===== src/rtl/mux4_rr_arbiter.sv =====
`default_nettype none
// ============================================================================
// Module   : mux4_rr_arbiter
// Function : Round-robin grant sequencer for a shared 4:1 select datapath.
//            Holds a one-hot grant across multi-beat bursts until the last
//            beat is accepted. Optional macro ARB_TIMEOUT_EN adds beat-limit
//            preemption and the preempt output.
// Revision : 1.0  initial release
// ============================================================================
module mux4_rr_arbiter #(
    parameter int MAX_BEATS = 16,
    parameter int CNT_WIDTH = 5,
    parameter int RESET_PTR = 0
) (
    input  logic       clk,
    input  logic       rst_n,
    input  logic [3:0] req,
    input  logic [3:0] last,
    input  logic       bus_ready,
    output logic [3:0] grant,
    output logic [1:0] sel,
    output logic       bus_valid,
    output logic       bus_last,
    output logic [3:0] ack,
    output logic       busy
`ifdef ARB_TIMEOUT_EN
    ,
    output logic       preempt
`endif
);

    typedef enum logic [0:0] {
        ST_IDLE = 1'b0,
        ST_BUSY = 1'b1
    } state_t;

    localparam logic [CNT_WIDTH-1:0] c_cnt_max   = '1;
    localparam logic [1:0]           c_reset_ptr = 2'(RESET_PTR);

    if ((MAX_BEATS < 1) || (MAX_BEATS > (2 ** CNT_WIDTH) - 1)) begin : g_bad_max_beats
        $error("mux4_rr_arbiter: MAX_BEATS out of range for CNT_WIDTH");
    end
    if ((RESET_PTR < 0) || (RESET_PTR > 3)) begin : g_bad_reset_ptr
        $error("mux4_rr_arbiter: RESET_PTR must be 0..3");
    end

    state_t                r_state, w_state_nxt;
    logic [3:0]            r_grant, w_grant_nxt;
    logic [1:0]            r_sel, w_sel_nxt;
    logic [1:0]            r_ptr, w_ptr_nxt;
    logic [CNT_WIDTH-1:0]  r_cnt, w_cnt_nxt;
    logic [CNT_WIDTH-1:0]  w_cnt_inc;
    logic [2:0]            w_pick_idle, w_pick_next;
    logic                  w_accept, w_done, w_abort, w_timeout, w_release;

    // Returns {found, index} of the first set bit at or after start, mod 4.
    function automatic logic [2:0] rr_pick(input logic [3:0] r, input logic [1:0] start);
        logic [2:0] res;
        logic [1:0] k;
        res = 3'b000;
        for (int i = 3; i >= 0; i--) begin
            k = start + 2'(i);
            if (r[k]) res = {1'b1, k};
        end
        return res;
    endfunction

    assign bus_valid = |(r_grant & req);
    assign bus_last  = |(r_grant & req & last);
    assign ack       = r_grant & req & {4{bus_ready}};
    assign grant     = r_grant;
    assign sel       = r_sel;
    assign busy      = (r_state == ST_BUSY);

    assign w_accept  = bus_valid & bus_ready;
    assign w_done    = w_accept & bus_last;
    assign w_abort   = ~bus_valid;
    assign w_cnt_inc = (r_cnt == c_cnt_max) ? r_cnt : r_cnt + 1'b1;

`ifdef ARB_TIMEOUT_EN
    assign w_timeout = w_accept & ~bus_last & (w_cnt_inc == CNT_WIDTH'(MAX_BEATS));
`else
    assign w_timeout = 1'b0;
`endif

    assign w_release   = w_done | w_abort | w_timeout;
    assign w_pick_idle = rr_pick(req, r_ptr);
    // Holder is searched last so a lone re-requester is re-granted without a bubble.
    assign w_pick_next = rr_pick(req, r_sel + 2'd1);

    always_comb begin
        w_state_nxt = r_state;
        w_grant_nxt = r_grant;
        w_sel_nxt   = r_sel;
        w_ptr_nxt   = r_ptr;
        w_cnt_nxt   = r_cnt;
        case (r_state)
            ST_IDLE: begin
                if (w_pick_idle[2]) begin
                    w_state_nxt = ST_BUSY;
                    w_grant_nxt = 4'b0001 << w_pick_idle[1:0];
                    w_sel_nxt   = w_pick_idle[1:0];
                    w_cnt_nxt   = '0;
                end
            end
            ST_BUSY: begin
                if (w_release) begin
                    w_ptr_nxt = r_sel + 2'd1;
                    w_cnt_nxt = '0;
                    if (w_pick_next[2]) begin
                        w_grant_nxt = 4'b0001 << w_pick_next[1:0];
                        w_sel_nxt   = w_pick_next[1:0];
                    end else begin
                        w_state_nxt = ST_IDLE;
                        w_grant_nxt = 4'b0000;
                        w_sel_nxt   = 2'd0;
                    end
                end else if (w_accept) begin
                    w_cnt_nxt = w_cnt_inc;
                end
            end
        endcase
    end

    always_ff @(posedge clk or negedge rst_n) begin
        if (!rst_n) begin
            r_state <= ST_IDLE;
            r_grant <= 4'b0000;
            r_sel   <= 2'd0;
            r_ptr   <= c_reset_ptr;
            r_cnt   <= '0;
        end else begin
            r_state <= w_state_nxt;
            r_grant <= w_grant_nxt;
            r_sel   <= w_sel_nxt;
            r_ptr   <= w_ptr_nxt;
            r_cnt   <= w_cnt_nxt;
        end
    end

`ifdef ARB_TIMEOUT_EN
    logic r_preempt;

    always_ff @(posedge clk or negedge rst_n) begin
        if (!rst_n) begin
            r_preempt <= 1'b0;
        end else begin
            r_preempt <= (r_state == ST_BUSY) & w_timeout;
        end
    end

    assign preempt = r_preempt;
`endif

endmodule
`default_nettype wire


===== config.mk =====
export PLATFORM = sky130hd
export DESIGN_NAME = mux4_rr_arbiter
export DESIGN_NICKNAME = d
export VERILOG_FILES = /design/src/rtl/mux4_rr_arbiter.sv
export SDC_FILE = /design/constraint.sdc
export NUM_CORES = 1
export LEC_CHECK = 0
export CAP_MARGIN = 20
export CORE_AREA = 8 8 72 62
export DETAILED_ROUTE_END_ITERATION = 7
export DIE_AREA = 0 0 80 70
export PLACE_DENSITY = 0.44
export SYNTH_ARGS = -nofsm -noshare
export SYNTH_HDL_FRONTEND = slang
export SYNTH_SLANG_ARGS = --single-unit

===== constraint.sdc =====
create_clock -name clk -period 1.9 [get_ports clk]
set_input_delay 0.285 -clock clk [delete_from_list [all_inputs] [get_ports clk]]
set_output_delay 0.285 -clock clk [all_outputs]
set_load 0.01 [all_outputs]

==> impl_metrics.yaml <==
cells_and_area:
  synthToLayoutAreaGrowth_pct: 48.1
  fill_cells: 340
  drive_gt1_share_pct: 23.9
  nets: 129
  final_cells: 159
  diodes: 0
timing:
  worstMarginPinSlew_ps: 433
  timing.fmax_mhz: 536
  clock-skew-final_ps: 1.55
  setup_ws_ps: 34.5
  setup_viol: 0
  hold_viol_final: 0
  rsz0062_at_grt: "no"
  relSlewSlack_pct: 70.9
  slew_viol_final: 0
  fin_crit_sh_pct: 98.2
  min_period_ps: 1870
job:
  cap_violations: 0
power_and_ir_drop:
  leakage_nw: 0.519
  peakVddDrop_mv: 0.517
  p_per_area_nw_per_um2: 1260
  finalPower_mw: 1.47
route:
  routedWlPerCell_um: 14.5
  via_count: 794
  ant_nets: 0
  drt_first_pass_iters: 4
  first_iter_violations: 10
  wl_um: 2300
  via_per_inst: 4.99
  drc: 0
clock_tree:
  holdBufCountCts: 0
  clock_latency_ps: 230
  numClockSinks: 9
  clk_pin_slew_ps: 40
  clock_path_buffers: 2
  cts_buffers: 3
  postCtsSetupBuffers: 0
  cts_root_buf: "clkbuf_8"
  h-tree-depth: 1
  cts_tree: "done"
synth:
  synth_area_leaders: "dfrtp_1, mux2_4, mux2i_1, buf_6, a21oi_1"
  netlist_area_um2: 788
  synth_cell_type_count: 37
  syn_nets: 93
  yosysMostFrequentCell: "dfrtp_1"
  yosysTopAreaCell: "dfrtp_1"
  synth_top_area_share_pct: 28.6
  synth_edf_count: 0
  synth_common_cells: "dfrtp_1, a21oi_1, nand2_1"
  ys_warn_count: 0
  yosys_register_bits: 9
  ys_seq_area_share_pct: 28.6
  syn_avg_cell_area_um2: 9.61
  ys.flop_type: "dfrtp_1"
  synthCells: 82
  postSynth.asyncResetShare_pct: 100
setup_path:
  cp_max_fo: 3
  critPathLaunchType: "primary input"
  r2r_start: "grant[1]$_DFFE_PN0P_"
  cp.arrival_ps: 1580
  crit_required_ps: 1620
  endpoint_kind: "output pin"
  crit_type: "in -> out"
  startpoint: "req[3]"
run_status:
  status: "complete, no violations"
floorplan:
  fp.dieW_um: 80
  die-area_um2: 5600
  fp.dieH_um: 70
  ios: 24
  core-area_um2: 3280
  fp-row-count: 19
  start_util_pct: 24.0
hold_path:
  min_path_type: "in -> async"
place:
  dp_hpwl_um: 1910
  place_inst: 155
  pre_cts_slack_ps: -256
  portBuffers: 23
  globalplace.congestion: 0.767
grt:
  antenna_found_initial: 0
  grt_pass1_wl_um: 3900
  grt_pass1_vias: 870
  grt.overflow.total: 0
  grt_max_degree: 12
  gr-usage-all-layers_pct: 8.60
-- report_power, final --
part / internal (mW) / switching [mW] / total (mW)
Sequential: 0.272 / 0.103 / 0.375
Combinational: 0.499 / 0.374 / 0.873
Clock: 0.146 / 0.0758 / 0.222
Total: 0.916 / 0.553 / 1.47
-- kinds of logic (layout without fill, tap and decap cells) --
kind of cell | after synthesis | count (layout) | share of synthesized area [%]
flops | 9 | 9 | 28.6
buf+inv | 10 | 45 | 7.94
simple gates | 25 | 25 | 21.9
compound gates | 27 | 27 | 25.4
mux | 10 | 10 | 15.1
xor+xnor | 1 | 1 | 1.11
-- state kept, by name, indices dropped and copies added, names as in the netlist --
| signal | cells |
|---|---|
| busy | 1 |
| grant | 4 |
| r_ptr | 2 |
| sel | 2 |
-- worst paths after layout --
check | end | slack [ps] | depth (start not counted)
worst max-delay path | ack[3] | 30 | 4
worst min-delay path | busy$_DFF_PN0_ | 350 | 1
worst max register to register | grant[1]$_DFFE_PN0P_ | 240 | 5
worst min register to register | grant[0]$_DFFE_PN0P_ | 580 | 1
max in group asynchronous | r_ptr[0]$_DFFE_PN0P_ | 1260 | 1
min in group clk | grant[0]$_DFFE_PN0P_ | 580 | 1
-- worst max-delay path: stages --
cell and delay [ps]:
clkdlybuf4s50_1 490, buf_4 120, and3_1 140, clkdlybuf4s50_1 550
-- per-layer routing --
| metal | wire length [um] | GRT usage [%] | vias up | share of wire, % |
|---|---|---|---|---|
| met2 | 1150 | 14.3 | 23 | 50 |
| li1 | - | - | 379 | - |
| met4 | 52 | 4.23 | 0 | 2.3 |
| met1 | 1010 | 10.2 | 385 | 44 |
| met5 | 0 | 0 | - | 0 |
| met3 | 92 | 1.41 | 7 | 4.0 |
-- cell type report --
cell class	instances	area [um^2]	share of cell area, %
Tap cell	42	52.6	4.50
Inverter	4	15.0	1.29
Clock buffer	4	45.0	3.86
Timing Repair Buffer	37	329	28.2
Multi-Input combinational cell	63	500	42.9
Sequential cell	9	225	19.3
-- what timing repair did --
action                     in CTS  in global routing
gates cloned                    0                  0
hold endpoints to repair        0                  0
gates resized for setup         5                  1
setup endpoints to repair       7                  2
-- metrics by stage --
stage	cell area [um^2]	util, %	TNS (ps)	hold slack (ps)
floorplan	788	-	0	-10.6
global placement	1130	34.4	-1800	562
detailed placement	1130	34.4	-1820	571
CTS	1170	35.6	0	369
global route	1170	35.6	0	387
finish	1170	35.6	0	350
-- layout by cell type, fill, tap and decap left out, drive strengths merged --
cell type	synthesis	layout
clkbuf	1	4
nand2b	3	3
o22ai	1	1
and3	4	4
a22o	1	1
mux2i	4	4
a32o	2	2
or3	1	1
nor3	1	1
mux2	6	6
o32ai	2	2
nand4	1	1
clkdlybuf4s50	0	18
o22a	2	2
dlygate4sd2	0	5
buf	5	14
o21ai	3	3
or2b	2	2
xor2	1	1
inv	4	4
nand2	5	5
a21boi	1	1
nor2	3	3
nand3	4	4
dfrtp	9	9
o221ai	1	1
o21a	2	2
a22oi	2	2
a311oi	1	1
a311o	1	1
nor3b	1	1
a31o	1	1
o221a	1	1
a21oi	6	6
(Power assumes the default switching activity.)
